==> config.mk <==
export PLATFORM = sky130hd
export DESIGN_NAME = serial_subtractor
export DESIGN_NICKNAME = d
export VERILOG_FILES = /design/src/rtl/serial_sub_pkg.sv /design/src/rtl/serial_subtractor_fs_cell.sv /design/src/rtl/serial_subtractor.sv
export SDC_FILE = /design/constraint.sdc
export NUM_CORES = 1
export LEC_CHECK = 0
export BUFFER_PORTS_ARGS = -buffer_cell sky130_fd_sc_hd__buf_4
export CAP_MARGIN = 20
export CORE_ASPECT_RATIO = 1.25
export CORE_MARGIN = 4
export CORE_UTILIZATION = 56
export DETAILED_ROUTE_END_ITERATION = 10
export GPL_TIMING_DRIVEN = 1
export PLACE_DENSITY = 0.82
export SKIP_LAST_GASP = 1
export SLEW_MARGIN = 20
export SYNTH_ARGS = -nofsm -noshare
export SYNTH_HDL_FRONTEND = slang
export SYNTH_SLANG_ARGS = --single-unit
==> constraint.sdc <==
create_clock -name clk -period 2.71 [get_ports clk]
set_clock_uncertainty 0.2 [all_clocks]
set_input_delay 0.271 -clock clk [delete_from_list [all_inputs] [get_ports clk]]
set_output_delay 0.271 -clock clk [all_outputs]
set_load 0.05 [all_outputs]
==> src/rtl/serial_sub_pkg.sv <==
// Shared types and sizing helpers for the bit-serial subtractor.
package serial_sub_pkg;

  typedef enum logic [1:0] {
    IDLE  = 2'd0,
    SHIFT = 2'd1,
    DONE  = 2'd2
  } state_t;

  localparam int unsigned DEF_WIDTH = 8;

  // Bit counter must be able to hold values 0..WIDTH.
  function automatic int unsigned count_width(input int unsigned width);
    return $clog2(width + 1);
  endfunction

endpackage

==> src/rtl/serial_subtractor_fs_cell.sv <==
// One-bit full-subtract cell: d = a - b - bin, bout = borrow out of this bit.
module fs_cell (
  input  logic i_a,
  input  logic i_b,
  input  logic i_bin,
  output logic o_d,
  output logic o_bout
);

  logic w_axb;

  // Purely combinational difference and borrow.
  assign w_axb  = i_a ^ i_b;
  assign o_d    = w_axb ^ i_bin;
  assign o_bout = (~i_a & i_b) | (~w_axb & i_bin);

endmodule

==> src/rtl/serial_subtractor.sv <==
// Bit-serial WIDTH-bit subtractor, LSB first, one bit per clock.
// Optional signed-overflow output enabled by defining SERIAL_SUB_OVF_EN.
//
// state | meaning
// IDLE  | waiting for start
// SHIFT | computing one result bit per cycle
// DONE  | one-cycle done pulse; start here is accepted back-to-back
module serial_subtractor
  import serial_sub_pkg::*;
#(
  parameter int unsigned WIDTH = DEF_WIDTH
) (
  input  logic             clk,
  input  logic             rst_n,
  input  logic             start,
  input  logic [WIDTH-1:0] a,
  input  logic [WIDTH-1:0] b,
  input  logic             bin_in,
  output logic             busy,
  output logic             done,
  output logic [WIDTH-1:0] diff,
  output logic             borrow_out
`ifdef SERIAL_SUB_OVF_EN
  ,
  output logic             ovf
`endif
);

  localparam int unsigned    CW   = count_width(WIDTH);
  localparam logic [CW-1:0]  LAST = CW'(WIDTH - 1);

  state_t           r_state;
  state_t           w_state_nxt;
  logic             w_accept;
  logic             w_shift;
  logic             w_last;

  // r_a doubles as the result shift register: each computed bit enters at
  // the MSB as the consumed minuend bit leaves at the LSB.
  logic [WIDTH-1:0] r_a;
  logic [WIDTH-1:0] r_b;
  logic             r_br;
  logic [CW-1:0]    r_cnt;
  logic [WIDTH-1:0] r_diff;
  logic             r_bout;

  logic             w_d;
  logic             w_bout;

`ifdef SERIAL_SUB_OVF_EN
  logic             r_a_msb;
  logic             r_b_msb;
  logic             r_ovf;
`endif

  fs_cell u_fs_cell (
    .i_a    (r_a[0]),
    .i_b    (r_b[0]),
    .i_bin  (r_br),
    .o_d    (w_d),
    .o_bout (w_bout)
  );

  // State register.
  always_ff @(posedge clk) begin
    if (!rst_n) r_state <= IDLE;
    else        r_state <= w_state_nxt;
  end

  // Next-state decode and status outputs.
  always_comb begin
    w_state_nxt = r_state;
    w_accept    = 1'b0;
    w_shift     = 1'b0;
    w_last      = 1'b0;
    busy        = 1'b0;
    done        = 1'b0;
    case (r_state)
      IDLE: begin
        if (start) begin
          w_accept    = 1'b1;
          w_state_nxt = SHIFT;
        end
      end
      SHIFT: begin
        busy    = 1'b1;
        w_shift = 1'b1;
        if (r_cnt == LAST) begin
          w_last      = 1'b1;
          w_state_nxt = DONE;
        end
      end
      DONE: begin
        done = 1'b1;
        if (start) begin
          w_accept    = 1'b1;
          w_state_nxt = SHIFT;
        end else begin
          w_state_nxt = IDLE;
        end
      end
      default: w_state_nxt = IDLE;
    endcase
  end

  // Operand capture, bit-serial shifting and result latch on DONE entry.
  always_ff @(posedge clk) begin
    if (!rst_n) begin
      r_a    <= '0;
      r_b    <= '0;
      r_br   <= 1'b0;
      r_cnt  <= '0;
      r_diff <= '0;
      r_bout <= 1'b0;
    end else if (w_accept) begin
      r_a    <= a;
      r_b    <= b;
      r_br   <= bin_in;
      r_cnt  <= '0;
    end else if (w_shift) begin
      r_a   <= {w_d, r_a[WIDTH-1:1]};
      r_b   <= {1'b0, r_b[WIDTH-1:1]};
      r_br  <= w_bout;
      r_cnt <= r_cnt + CW'(1);
      if (w_last) begin
        r_diff <= {w_d, r_a[WIDTH-1:1]};
        r_bout <= w_bout;
      end
    end
  end

`ifdef SERIAL_SUB_OVF_EN
  // Operand sign bits are shifted out during SHIFT, so keep copies for the
  // overflow decision made on the final bit.
  always_ff @(posedge clk) begin
    if (!rst_n) begin
      r_a_msb <= 1'b0;
      r_b_msb <= 1'b0;
      r_ovf   <= 1'b0;
    end else if (w_accept) begin
      r_a_msb <= a[WIDTH-1];
      r_b_msb <= b[WIDTH-1];
    end else if (w_last) begin
      r_ovf <= (r_a_msb != r_b_msb) && (w_d != r_a_msb);
    end
  end

  assign ovf = r_ovf;
`endif

  assign diff       = r_diff;
  assign borrow_out = r_bout;

endmodule

# Word level (Yosys, flattened, before mapping)

Cells that the tools add are included.

ROM bits: 0
Bits in registers: 32
Memories: 0
RAM bits: 0
Input port bits: 20
Bits in latches: 0
Word-level logic and storage cells: 44
Output and inout port bits: 11

Equality and inequality tests: 5
Magnitude comparators: 0
Reduce and logical (&&, ||, !) cells: 6
Multiply operators: 0
Bitwise gates (word level): 9
Add/sub/neg operators: 1
Divide/modulo/power cells: 0
Multiplexer cells: 16
Shift operators: 0

Operators with widths:

| kind                | count |
|---|---|
| $mux 8              | 4 |
| $mux 1              | 9 |
| $pmux 2 s3          | 1 |
| $add 4x1->4 const B | 1 |
| $eq 4x3->1 const B  | 1 |
| $mux 2              | 2 |
| $ne 2x2->1 const B  | 2 |
| $not 1->1           | 4 |
| $reduce_or 2->1     | 2 |
| $reduce_and 3->1    | 1 |
| $and 1x1->1         | 2 |
| $eq 2x1->1 const B  | 1 |
| $eq 2x2->1 const B  | 1 |
| $logic_not 2->1     | 1 |
| $reduce_and 2->1    | 1 |
| $reduce_bool 2->1   | 1 |
| $xor 1x1->1         | 2 |
| $or 1x1->1          | 1 |

# Longest topological paths before layout

Word-level depth: 6
Depth in mapped cells: 6
Depth with buffers taken out: 4

# Hierarchy

A second synthesis with hierarchy kept.

Cells, all modules: 158
Area, all modules: 1407.6 sq um

Modules (own cells, without submodules):

| module            | area each (sq um) | cells an instance | sequential area each (sq um) | times used |
|---|---|---|---|---|
| serial_subtractor | 1376.3            | 154               | 640.6                        | 1 |
| fs_cell           | 31.3              | 4                 | 0.0                          | 1 |

# Worst setup path before layout

Ideal clock, no wire load.

Path kind: reg-to-output
Start point: register r_state[1]
End point: output port done
Data required time: 2.239 ns
Buffers on the path: 0
Data arrival time: 1.023 ns
Stages on the path, launching flop included: 2
Setup slack: 1.216 ns
Cells stage by stage: dfxtp_1 -> nor2b_1

Longest elaborated chain between the ends: 2

Ends and longest elaborated chain:

| what                   | line                    | source |
|---|---|---|
| start, declared        | serial_subtractor.sv:32 | `state_t r_state;` |
| start signal, assigned | serial_subtractor.sv:67 | `else r_state <= w_state_nxt;` |
| $eq 2x2->1             | serial_subtractor.sv:78 | `case (r_state)` |
| $mux 1                 | serial_subtractor.sv:78 |  |
| end, declared          | serial_subtractor.sv:20 | `output logic done,` |

No other way between the ends.

# Worst setup path in the final report

Start point: register r_state[0]
End point: output port busy

Longest elaborated chain between the ends: 2

Ends and longest elaborated chain:

| what          | line                    | source |
|---|---|---|
| $eq 2x1->1    | serial_subtractor.sv:78 |  |
| $mux 1        | serial_subtractor.sv:78 |  |
| end, declared | serial_subtractor.sv:19 | `output logic busy,` |

No other way between the ends.

==> flow_results.org <==
** Outcome
- Status :: completed

** Synthesis
- By area the synthesized netlist is led by sky130_fd_sc_hd__dfxtp_1, sky130_fd_sc_hd__nand2_1, sky130_fd_sc_hd__mux2i_1.
- Post-synthesis instance total :: 161
- Among all flip-flop cells after synthesis, the most frequent one is sky130_fd_sc_hd__dfxtp_1.
- Flop and latch count out of synthesis :: 32
- Count of warnings emitted by yosys :: 0
- In this run, synthesis inferred 0 flip-flops with an integrated enable.
- Synthesized netlist net count :: 183
- Among all cell types in the netlist, the one instantiated most often is sky130_fd_sc_hd__nand2_1.
- After synthesis, the largest area contributor takes up 46.9% of total cell area.
- After synthesis, the share of flip-flops with an asynchronous set or reset is 0%.
- Counting distinct cell types in the post-synthesis netlist gives 30.
- The largest total area in the synthesized netlist belongs to sky130_fd_sc_hd__dfxtp_1.
- Top cells by instance count after synthesis :: sky130_fd_sc_hd__nand2_1, sky130_fd_sc_hd__dfxtp_1, sky130_fd_sc_hd__o21ai_0
- Mean cell area of the mapped netlist :: 8.48 um2
- Share of synthesized area occupied by flip-flops and latches :: 46.9%
- Combined area of all synthesized cells :: 1370 um2

** Power and ir drop
- The analysis attributes to cell leakage a power of 0.640 nW.
- Dividing total power by cell area gives a power density of 562 nW/um2.
- Worst voltage drop across the vdd grid :: 0.000473 V

** Clock tree
- For the worst-skew pair, the clock arrives at the later sink with an insertion delay of 0.32 ns.
- Max Root-Sink Buffers :: 2
- CTS resizes :: 0
- Clock sink total :: 32
- TritonCTS built the clock tree.
- Clock Pin Slew Worst Setup and Hold Paths :: 0.09 ns
- Root buffer cell :: sky130_fd_sc_hd__clkbuf_4
- Counting the buffers created by CTS gives 5.
- CTS HTree Levels :: 2

** Final layout
- From synthesis to final layout, the design area changed by 21.3%.
- 0 antenna diodes ended up in the layout.
- Post-route insts no fill :: 220
- In the final layout, the share of cells above drive strength 1 is 21.7%.
- Count of fill cells added during filler insertion :: 183
- Number of nets in the finished design :: 211
- With fillers left out, the area of the finished cells amounts to 1660 um2.

** STA
- In the finished design, the share of the clock period the worst path needs comes to 75.3%.
- Measured against its own limit, the worst slew margin works out to 64.0%.
- At the pin with the least slew margin, the transition time is 0.540 ns.
- Smallest hold slack :: 0.0478 ns
- Setup violations remaining at the end of the flow were counted as 0.
- Setup TNS Final :: 0 ns
- Derived from the worst setup path, the maximum achievable clock frequency is 490 MHz.
- Setup repair after global routing missed its margin :: no
- Endpoints failing hold :: 0
- Minimum clock period :: 2.04 ns
- Final count of pins violating max slew :: 0

** Flow run
- Number of violations of the max-capacitance limit :: 0

** Worst hold path
- Worst Hold Depth :: 3
- The min-delay analysis places its worst path in the category input pin to flop.
- The worst hold path begins at a[1].
- The worst hold path terminates at r_a[1].

** Worst setup path
- STA puts the critical path data required time at 2.24 ns.
- Critical path start-end classification :: flop to output pin
- The worst setup path is launched from a flop.
- Critical Path AT :: 1.57 ns
- STA classifies the critical path endpoint as an output pin.
- For the worst flop-to-flop path, the logic depth is 4.
- Largest driver fanout on the critical path :: 19
- Worst r2r dst :: diff[5]
- In this run the critical register-to-register path is launched from r_state[0].
- The setup check on the worst reg-to-reg path leaves a slack of 0.84 ns.

** Drt
- Across all layers, the routed design uses 1,171 vias.
- Total iterations of the first detailed-routing run :: 4
- In the routed design, unresolved DRC markers number 0.
- The detailed router finished its first iteration with 25 violations.
- Using the TritonRoute via totals, the vias-per-cell ratio works out to 5.32.
- Routed Wire Length :: 2790 um
- The detail route stage leaves a number of antenna-violating nets equal to 0.
- In the final routed layout, each cell accounts on average for 12.7 um.

** Placement
- Number of buffers added on ports :: 30
- After legalization and detailed placement, the total HPWL measured 2010 um.
- At the end of routability-driven placement, the weighted congestion stood at 0.773.
- Cell area reported after detailed placement :: 1580 um2
- After detailed placement, the design holds a cell count of 212.

** Global route
- First-pass GRT wire length :: 4820 um
- For this run, the total global-route usage over all layers was measured as 19.3%.
- Aggregate global routing overflow :: 0
- Entering global routing, the biggest net connects 39 pins.
- The initial antenna violation count came to 0.
- Number of global-route vias before repair :: 1,157

** Die
- Measured along the x axis, the die boundary spans 52.2 um.
- DIE HEIGHT :: 63.2 um
- Total die area :: 3300 um2
- For this configuration, the core starts out at a cell density of 60.4%.
- In this run the core area contains 19 standard-cell rows.
- I/O Pins :: 31
- Standard cell core area :: 2260 um2
-- where the power goes --
part	total (W)	internal, W	switching, W
Clock	0.000297	0.000147	0.000150
Combinational	0.000121	0.0000532	0.0000674
Sequential	0.000512	0.000495	0.0000172
Total	0.000930	0.000695	0.000235
-- worst max-delay path by stage --
| stage | cells after the start | startpoint | end | slack (ns) |
|---|---|---|---|---|
| after floorplan | 1 | r_state[1] | done | 1.22 |
| after global placement | 4 | r_state[1] | borrow_out | 0.94 |
| after detailed placement | 4 | r_state[0] | diff[5] | 0.86 |
| after CTS | 3 | r_state[0] | busy | 0.65 |
| after global routing | 3 | r_state[0] | busy | 0.51 |
| final | 3 | r_state[0] | busy | 0.67 |
-- cells by family after synthesis --
kind of cell             synth area share (%)
AO/OA/AOI/OAI                            16.0
AND/OR/NAND/NOR                          21.1
buffers and inverters                    5.68
adder cells (fa/ha/maj)                  2.38
flip-flops                               46.9
XOR/XNOR                                 1.28
multiplexers                             6.60
-- worst max-delay path, stage by stage (launching register included) --
cell and delay (ns):
sky130_fd_sc_hd__dfxtp_1 0.39, sky130_fd_sc_hd__nand2b_1 0.32, sky130_fd_sc_hd__inv_4 0.30, sky130_fd_sc_hd__buf_4 0.24
-- metrics by stage --
| stage | total power (W) | worst slack [ns] | utilization [%] |
|---|---|---|---|
| 2_1_floorplan | 0.000605 | 1.22 | - |
| 3_3_place_gp | 0.000637 | 0.941 | 70.0 |
| 3_5_place_dp | 0.000642 | 0.857 | 70.0 |
| 4_1_cts | 0.000941 | 0.646 | 73.3 |
| 5_1_grt | 0.000982 | 0.514 | 73.3 |
| 6_report | 0.000930 | 0.668 | 73.3 |
-- state kept, by name, summed over array words and instances, names as in the netlist --
register,flops
diff,8
r_state,2
r_br,1
r_cnt,4
borrow_out,1
r_b,8
r_a,8
-- layer usage --
layer	share of wire, %	up-vias	routed length [um]	track usage [%]
li1	-	603	-	-
met5	0	-	0	0
met3	6.0	9	166	7.31
met4	2.2	0	62	8.63
met2	51	25	1420	32.4
met1	41	534	1140	21.1
-- layout make-up --
| cell class | instances | area (um2) | area share, % |
|---|---|---|---|
| Multi-Input combinational cell | 114 | 647 | 39.1 |
| Sequential cell | 32 | 641 | 38.7 |
| Timing Repair Buffer | 33 | 250 | 15.1 |
| Clock buffer | 7 | 65.1 | 3.93 |
| Tap cell | 31 | 38.8 | 2.34 |
| Inverter | 3 | 13.8 | 0.831 |
-- cell usage in the layout, fill, tap and decap left out --
| cell type | instances |
|---|---|
| sky130_fd_sc_hd__inv_1 | 2 |
| sky130_fd_sc_hd__xor2_1 | 1 |
| sky130_fd_sc_hd__nor3_1 | 1 |
| sky130_fd_sc_hd__buf_4 | 32 |
| sky130_fd_sc_hd__or3_1 | 1 |
| sky130_fd_sc_hd__nor2_4 | 1 |
| sky130_fd_sc_hd__a22oi_1 | 3 |
| sky130_fd_sc_hd__a31oi_1 | 11 |
| sky130_fd_sc_hd__nand3b_1 | 2 |
| sky130_fd_sc_hd__a21boi_0 | 4 |
| sky130_fd_sc_hd__and2b_1 | 1 |
| sky130_fd_sc_hd__and2_1 | 1 |
| sky130_fd_sc_hd__o221ai_1 | 1 |
| sky130_fd_sc_hd__fa_1 | 1 |
| sky130_fd_sc_hd__o21ai_0 | 12 |
| sky130_fd_sc_hd__xnor2_1 | 1 |
| sky130_fd_sc_hd__dlygate4sd3_1 | 1 |
| sky130_fd_sc_hd__nor2b_1 | 2 |
| sky130_fd_sc_hd__nand3_1 | 5 |
| sky130_fd_sc_hd__nand2b_1 | 3 |
| sky130_fd_sc_hd__ha_1 | 1 |
| sky130_fd_sc_hd__clkbuf_4 | 5 |
| sky130_fd_sc_hd__nor2_1 | 3 |
| sky130_fd_sc_hd__a2bb2oi_1 | 1 |
| sky130_fd_sc_hd__dfxtp_1 | 32 |
| sky130_fd_sc_hd__inv_4 | 1 |
| sky130_fd_sc_hd__clkbuf_8 | 2 |
| sky130_fd_sc_hd__nand2_1 | 45 |
| sky130_fd_sc_hd__mux2i_1 | 9 |
| sky130_fd_sc_hd__a21oi_1 | 4 |
-- what timing repair did --
| item | 4_1_cts | 5_1_grt |
|---|---|---|
| setup buffers | 0 | 0 |
| hold buffers | 1 | 0 |
| endpoints found under the hold margin | 1 | 0 |
Note: power is estimated with default switching activity, not from simulation.
